===== src/rtl/fetch_pkg.sv =====
// Shared types and constants for the instruction-fetch stage.
package fetch_pkg;

    localparam int unsigned PC_W_DEFAULT   = 12;
    localparam int unsigned INST_W_DEFAULT = 32;

    // addi x0,x0,0 -- the bubble placed in IF/ID when it holds no instruction
    localparam logic [31:0] NOP_INST = 32'h0000_0013;

    // Control-flow opcodes, shared with the branch target buffer
    localparam logic [6:0] OPC_BRANCH = 7'b110_0011;
    localparam logic [6:0] OPC_JAL    = 7'b110_1111;
    localparam logic [6:0] OPC_JALR   = 7'b110_0111;

    typedef enum logic [1:0] {
        S_REQ     = 2'd0,
        S_WAIT    = 2'd1,
        S_HOLD    = 2'd2,
        S_DISCARD = 2'd3
    } fetch_state_t;

    function automatic logic is_ctrl_flow(input logic [31:0] inst);
        return (inst[6:0] == OPC_BRANCH) || (inst[6:0] == OPC_JAL) ||
               (inst[6:0] == OPC_JALR);
    endfunction

endpackage


===== src/rtl/if_id_reg.sv =====
// IF/ID pipeline register: flush > stall > load > bubble.
module if_id_reg #(
    parameter int unsigned       PC_W     = 12,
    parameter int unsigned       INST_W   = 32,
    parameter logic [INST_W-1:0] NOP_INST = fetch_pkg::NOP_INST
) (
    input  logic              CLK,
    input  logic              RST,
    input  logic              flush,
    input  logic              stall,
    input  logic              load,
    input  logic [PC_W-1:0]   load_pc,
    input  logic [INST_W-1:0] load_inst,
    output logic              valid,
    output logic [PC_W-1:0]   pc,
    output logic [INST_W-1:0] inst
);
    import fetch_pkg::*;

    // Register update; a flush leaves the pc field untouched
    always_ff @(posedge CLK) begin
        if (RST) begin
            valid <= 1'b0;
            pc    <= '0;
            inst  <= NOP_INST;
        end else if (flush) begin
            valid <= 1'b0;
            inst  <= NOP_INST;
        end else if (stall) begin
            valid <= valid;
            pc    <= pc;
            inst  <= inst;
        end else if (load) begin
            valid <= 1'b1;
            pc    <= load_pc;
            inst  <= load_inst;
        end else begin
            valid <= 1'b0;
            inst  <= NOP_INST;
        end
    end

endmodule


===== src/rtl/fetch_stage.sv =====
// Instruction fetch: one outstanding imem request, hold buffer for
// stalled responses, and mispredict recovery that discards stale data.
module fetch_stage #(
    parameter int unsigned       PC_W     = fetch_pkg::PC_W_DEFAULT,
    parameter int unsigned       INST_W   = fetch_pkg::INST_W_DEFAULT,
    parameter logic [PC_W-1:0]   RESET_PC = '0,
    parameter logic [INST_W-1:0] NOP_INST = fetch_pkg::NOP_INST
) (
    input  logic              CLK,
    input  logic              RST,
    output logic [PC_W-1:0]   pc,
    input  logic [PC_W-1:0]   bp_next_pc,
    input  logic              bp_mispredict,
    output logic              imem_req_valid,
    input  logic              imem_req_ready,
    output logic [PC_W-1:0]   imem_addr,
    input  logic              imem_rsp_valid,
    input  logic [INST_W-1:0] imem_rsp_data,
    input  logic              id_stall,
    output logic              if_id_valid,
    output logic [PC_W-1:0]   if_id_pc,
    output logic [INST_W-1:0] if_id_inst
);
    import fetch_pkg::*;

    fetch_state_t      state;
    fetch_state_t      state_nxt;
    logic [PC_W-1:0]   pc_nxt;
    logic [INST_W-1:0] hold_inst;
    logic              hold_load;
    logic              deliver;
    logic [INST_W-1:0] deliver_inst;
    logic              req_fire;

    assign imem_req_valid = (state == S_REQ);
    assign imem_addr      = pc;
    assign req_fire       = imem_req_valid & imem_req_ready;

    // State, fetch PC and hold buffer registers
    always_ff @(posedge CLK) begin
        if (RST) begin
            state     <= S_REQ;
            pc        <= RESET_PC;
            hold_inst <= '0;
        end else begin
            state <= state_nxt;
            pc    <= pc_nxt;
            if (hold_load) begin
                hold_inst <= imem_rsp_data;
            end
        end
    end

    // Next state, PC advance and IF/ID load selection
    always_comb begin
        state_nxt    = state;
        pc_nxt       = pc;
        hold_load    = 1'b0;
        deliver      = 1'b0;
        deliver_inst = (state == S_HOLD) ? hold_inst : imem_rsp_data;
        unique case (state)
            S_REQ: begin
                if (bp_mispredict) begin
                    pc_nxt    = bp_next_pc;
                    // an accepted request still owes a response that must be dropped
                    state_nxt = req_fire ? S_DISCARD : S_REQ;
                end else if (req_fire) begin
                    state_nxt = S_WAIT;
                end
            end
            S_WAIT: begin
                if (bp_mispredict) begin
                    pc_nxt    = bp_next_pc;
                    state_nxt = imem_rsp_valid ? S_REQ : S_DISCARD;
                end else if (imem_rsp_valid) begin
                    if (id_stall) begin
                        hold_load = 1'b1;
                        state_nxt = S_HOLD;
                    end else begin
                        deliver   = 1'b1;
                        pc_nxt    = bp_next_pc;
                        state_nxt = S_REQ;
                    end
                end
            end
            S_HOLD: begin
                if (bp_mispredict) begin
                    pc_nxt    = bp_next_pc;
                    state_nxt = S_REQ;
                end else if (!id_stall) begin
                    deliver   = 1'b1;
                    pc_nxt    = bp_next_pc;
                    state_nxt = S_REQ;
                end
            end
            S_DISCARD: begin
                if (bp_mispredict) begin
                    pc_nxt = bp_next_pc;
                end
                if (imem_rsp_valid) begin
                    state_nxt = S_REQ;
                end
            end
            default: begin
                state_nxt = S_REQ;
            end
        endcase
    end

    if_id_reg #(
        .PC_W     (PC_W),
        .INST_W   (INST_W),
        .NOP_INST (NOP_INST)
    ) u_if_id (
        .CLK       (CLK),
        .RST       (RST),
        .flush     (bp_mispredict),
        .stall     (id_stall),
        .load      (deliver),
        .load_pc   (pc),
        .load_inst (deliver_inst),
        .valid     (if_id_valid),
        .pc        (if_id_pc),
        .inst      (if_id_inst)
    );

endmodule

===== config.mk =====
export PLATFORM = sky130hd
export DESIGN_NAME = fetch_stage
export DESIGN_NICKNAME = d
export VERILOG_FILES = /design/src/rtl/fetch_pkg.sv /design/src/rtl/if_id_reg.sv /design/src/rtl/fetch_stage.sv
export SDC_FILE = /design/constraint.sdc
export NUM_CORES = 1
export LEC_CHECK = 0
export ABC_CLOCK_PERIOD_IN_PS = 3400
export BUFFER_PORTS_ARGS = -buffer_cell sky130_fd_sc_hd__buf_4
export CAP_MARGIN = 10
export CORE_ASPECT_RATIO = 1.4
export CORE_MARGIN = 3
export CORE_UTILIZATION = 54
export DETAILED_ROUTE_END_ITERATION = 12
export PLACE_DENSITY = 0.92
export SKIP_CTS_REPAIR_TIMING = 1
export SYNTH_ARGS = -nofsm -noshare
export SYNTH_HDL_FRONTEND = slang
export SYNTH_SLANG_ARGS = --single-unit

===== constraint.sdc =====
create_clock -name CLK -period 3.4 [get_ports CLK]
set_clock_uncertainty 0.05 [all_clocks]
set_input_delay 0.68 -clock CLK [delete_from_list [all_inputs] [get_ports CLK]]
set_output_delay 0.68 -clock CLK [all_outputs]
set_load 0.01 [all_outputs]

---- Word-level counts from Yosys, hierarchy flattened ----
Cells that the tools add are included.
operators by class
  bitwise operators ....................... 3
  reduce and logical (&&, ||, !) cells .... 6
  equal/unequal tests ..................... 8
  muxes and demuxes ....................... 29
operators by type and width
  operator                                                          count
  32-bit two-way mux                                                2
  12-bit two-way mux                                                5
  12-bit case mux with 3 select lines                               1
  2-bit two-way mux                                                 10
  1-bit two-way mux                                                 9
  2-bit case mux with 4 select lines                                1
  3-bit != test (second input constant)                             2
  2-bit == test (second input constant)                             2
  4-bit AND reduction                                               1
  2-bit OR reduction                                                2
  3-bit by 2-bit != test with 1-bit output (second input constant)  1
  3-bit AND reduction                                               1
  2-bit by 1-bit == test with 1-bit output (second input constant)  1
  2-bit zero test                                                   1
  2-bit by 1-bit != test with 1-bit output (second input constant)  1
  2-bit != test (second input constant)                             1
  1-bit inverter                                                    2
  1-bit case mux with 2 select lines                                1
  2-bit AND reduction                                               1
  1-bit bitwise AND                                                 1
storage, ports and cells
  flip-flop bits (word level) ............. 91
  bits of input ports ..................... 50
  output and inout port bits .............. 70
  logic and storage cells ................. 52

---- Longest topological paths before layout ----
  depth in word-level cells ............... 5
  depth in mapped cells ................... 9
  mapped depth without buffers ............ 6

---- Hierarchy ----
From an unflattened synthesis, not the netlist that was laid out.
second synthesis, totals
  cell total of the unflattened synthesis .. 454
  area, all modules ....................... 4055.1 um^2
by module, submodules not included
  module       times used  area each (um^2)  seq. area each (um^2)  cells an instance
  fetch_stage  1           2229.6            920.9                  256
  if_id_reg    1           1825.5            900.9                  198

---- Worst setup path before layout ----
OpenSTA, ideal clock, no wires.
  path kind ............................... input -> register
  start point ............................. input port id_stall
  end point ............................... register u_if_id.inst[0]
  setup time .............................. 0.121 ns
  stages .................................. 7
  path buffers ............................ 3
  arrival time ............................ 1.683 ns
  slack ................................... 1.547 ns
  data required time ...................... 3.229 ns
  cells stage by stage .................... buf_4 > nand2b_4 > or3_1 > buf_2 > buf_6 > o22ai_1 > nand2_1
between the ends
  cells in the longest elaborated chain, start to end .. 5
  elaborated cells between the ends (all ways) .. 6
  classes of those cells .................. mux: 6
RTL lines
  what                                line                                  source
  start: declaration                  fetch_stage.sv:19                     input logic id_stall,
  1-bit two-way mux                   fetch_stage.sv:76, fetch_stage.sv:90
  1-bit two-way mux                   fetch_stage.sv:75                     end else if (imem_rsp_valid) begin
  1-bit two-way mux                   fetch_stage.sv:72                     if (bp_mispredict) begin
  1-bit case mux with 2 select lines  fetch_stage.sv:61                     unique case (state)
  32-bit two-way mux                  if_id_reg.sv:33                       end else if (load) begin
  end signal: assignment              if_id_reg.sv:32                       inst <= inst;
  end signal: assignment              if_id_reg.sv:36                       inst <= load_inst;
  end: declaration                    if_id_reg.sv:16                       output logic [INST_W-1:0] inst
Parallel ways exist; a longest one is shown, timed or not.
A chain may end at the register's enable or synchronous reset.

---- Final worst setup path ----
  start point ............................. register state[0]
  end point ............................... register u_if_id.inst[30]
between the ends
  cells in the longest elaborated chain, start to end .. 3
  elaborated cells between the ends (all ways) .. 5
  classes of those cells .................. eq/ne: 2; mux: 3
RTL lines
  what                                                                              line                                  source
  start: declaration                                                                fetch_stage.sv:26                     fetch_state_t state;
  start signal: assignment                                                          fetch_stage.sv:46                     state <= state_nxt;
  2-bit == test / 2-bit by 1-bit == test with 1-bit output (equally long branches)  fetch_stage.sv:60, fetch_stage.sv:61
  1-bit case mux with 2 select lines / 32-bit two-way mux (equally long branches)   fetch_stage.sv:61, fetch_stage.sv:60
  32-bit two-way mux *                                                              if_id_reg.sv:33
Every way passes the cells marked *; elsewhere a longest branch is shown, timed or not.

==> metrics.md <==
| Metric | Value |
|---|---|
| Gr ovfl total | `0` |
| Syn Nets | `484` |
| Status | `complete, no violations` |
| Netlist Area Pre-Place | `approximately 3800 um2` |
| Total GRT Usage | `22.7%` |
| Layout cell share with drive strength beyond 1 | `roughly a third` |
| Final Max Tran Viols | `0` |
| Root Driver | `clkbuf_8` |
| Slew margin rel. | `a little over a third` |
| Distinct cells, synth | `30` |
| CTS tree | `yes` |
| CTS Sinks | `91` |
| Die width | `76.7 um` |
| RR Endpoint | `u_if_id.inst[30]$_SDFFE_PP0N_` |
| Final-report setup violation count | `0` |
| WHS | `0.407 ns` |
| Synth Register Bits | `91` |
| Core area | `6700 um2` |
| R2R Path Start | `state[0]$_SDFFE_PP0P_` |
| Worst-Margin Slew | `between 0.9 and 1 ns` |
| Inserted Diodes | `0` |
| DRT Pass-1 Iters | `4` |
| Final GP Congestion | `0.783` |
| Multi-input gate area | `1710 um2` |
| Final min period | `2.19 ns` |
| DRT iter0 DRCs | `243` |
| Post-Place Cells | `600` |
| Worst hold path cell count | `2` |
| Post-Syn Instances | `429` |
| Via count | `3289` |
| Fin cells | `616` |
| Crit path capture | `u_if_id.inst[30]$_SDFFE_PP0N_` |
| CP Launch Type | `flip-flop` |
| DIE AREA | `8040 um2` |
| Top cell type by total area after synthesis | `dfxtp_1` |
| CTS clk-pin slew, worst paths | `0.09 ns` |
| Syn_area_per_cell | `8.80 um2` |
| Data arrival time of the critical path | `2.42 ns` |
| Worst vdd ir | `0.325 mV` |
| R2r worst-path depth | `7` |
| Worst Hold Class | `reg2reg` |
| Wire per inst | `14.9 um` |
| Crit path launch | `state[0]$_SDFFE_PP0P_` |
| Starting Density | `56.3%` |
| # rows | `35` |
| Clk Latency, worst-skew pair | `0.35 ns` |
| Clock H-tree levels | `3` |
| Largest net degree at the start of global routing | `a little over 60` |
| Buffers on Ports | `119` |
| Max clock buf depth | `2` |
| EDFF count, synth | `0` |
| Setup Crit Path Kind | `reg2reg` |
| First-pass GRT wire length | `14900 um` |
| Asr flop ratio synth | `0%` |
| Fmax | `457 MHz` |
| RSZ-0062 raised after global routing | `false` |
| Chip height | `105 um` |
| WL final | `9150 um` |
| Final period util | `64.4%` |
| Initial antenna violation count | `0` |
| Synth top cells by count | `nand2_1 (94), dfxtp_1 (91), a21oi_1 (49)` |
| Register area | `1820 um2` |
| PD cells | `about 460 nW/um2` |
| CP Capture Type | `flip-flop` |
| I/O pin cnt | `120` |
| Antenna viol nets, final | `0` |
| HPWL after DPL | `6340 um` |
| Sequential-to-total area share from yosys stat | `48.3%` |
| Synth top area cells | `dfxtp_1 (48%), mux2_2 (9.5%), nand2_1 (9.4%), a21oi_1 (6.5%), a22oi_1 (5.8%)` |
| Max cap viols | `0` |
| DRC | `0` |
| Post-synth top area share | `48.3%` |
| Top_reg_cell synth | `dfxtp_1` |
| Yosys warnings | `0` |
| Worst EP required | `3.63 ns` |
| Setup TNS | `0 ns` |
| Synthesis-to-finish area growth | `27.5%` |
| Final nets | `574` |
| Fillers | `between 500 and 600` |
| FF-to-FF setup slack | `approximately 1.2 ns` |
| Pleak | `1.93 nW` |
| Most common cell in the netlist | `nand2_1` |
| CP Max Fanout | `29` |
| Total CTS buffers | `9` |
| Via density per instance | `about 5.3` |
| Hold Fails Final Rpt | `0` |
| Number of global-route vias before repair | `3386` |
-- registers in the layout, indices dropped and copies added, names as in the netlist --
signal	count
u_if_id.inst	32
u_if_id.valid	1
state	2
imem_addr	12
u_if_id.pc	12
hold_inst	32
-- critical path: stages (launching register included) --
cell      delay [ns]
dfxtp_1         0.38
inv_1           0.10
ha_1            0.38
nand2b_4        0.08
nor3_4          0.44
buf_4           0.42
a22oi_1         0.15
nor2_1          0.13
-- cells in the final DEF (no fill, tap or decap), types with 4 or more instances in the layout --
cell / n
buf_4: 123
nand2_1: 94
dfxtp_1: 91
a21oi_1: 49
nor2_1: 45
mux2_2: 32
a22oi_1: 29
mux2i_1: 12
clkbuf_8: 9
ha_1: 5
inv_1: 4
-- layout make-up --
type | instances | share of cell area, %
Inverter | 4 | 0.312
Timing Repair Buffer | 123 | 19.2
Clock buffer | 9 | 2.57
Clock inverter | 7 | 2.03
Sequential cell | 91 | 37.9
Multi-Input combinational cell | 290 | 35.6
Tap cell | 92 | 2.39
-- worst min-delay path by stage --
stage,startpoint,end
2_1_floorplan,hold_inst[0]$_SDFFE_PP0P_,hold_inst[0]$_SDFFE_PP0P_
3_3_place_gp,hold_inst[29]$_SDFFE_PP0P_,hold_inst[29]$_SDFFE_PP0P_
3_5_place_dp,hold_inst[11]$_SDFFE_PP0P_,hold_inst[11]$_SDFFE_PP0P_
4_1_cts,hold_inst[6]$_SDFFE_PP0P_,hold_inst[6]$_SDFFE_PP0P_
5_1_grt,hold_inst[28]$_SDFFE_PP0P_,hold_inst[28]$_SDFFE_PP0P_
6_report,hold_inst[6]$_SDFFE_PP0P_,hold_inst[6]$_SDFFE_PP0P_
-- routing by layer --
layer / wire [um] / track usage, %
met1: 3560 / 25.3
met2: 4850 / 41.1
met3: 683 / 5.95
met4: 61 / 8.16
met5: 0 / 0
-- logic make-up (layout without fill, tap and decap cells) --
kind of cell             Yosys count  in the layout  share of synthesized area, %
flip-flops                        91             91                          48.3
multiplexers                      44             44                          12.7
AO/OA/AOI/OAI                     90             90                          14.4
adder cells (fa/ha/maj)            5              5                          1.66
buffers and inverters             48            143                          6.80
AND/OR/NAND/NOR                  151            151                          16.2
-- through the flow --
step	instance area, um2	total power [W]	util [%]	worst slack, ns
final	4810	0.00221	71.8	1.21
after floorplan	3770	0.00133	-	1.55
after detailed placement	4590	0.00144	68.5	0.898
after CTS	4810	0.00223	71.8	1.18
after global placement	4590	0.00143	68.5	0.947
after global routing	4810	0.00230	71.8	0.991
-- power by group --
group          switching (W)  internal [W]
Combinational       0.000155      0.000150
Sequential         0.0000197       0.00109
Clock               0.000375      0.000418
Total               0.000550       0.00166
No activity file was read; power rests on OpenSTA's default activity.
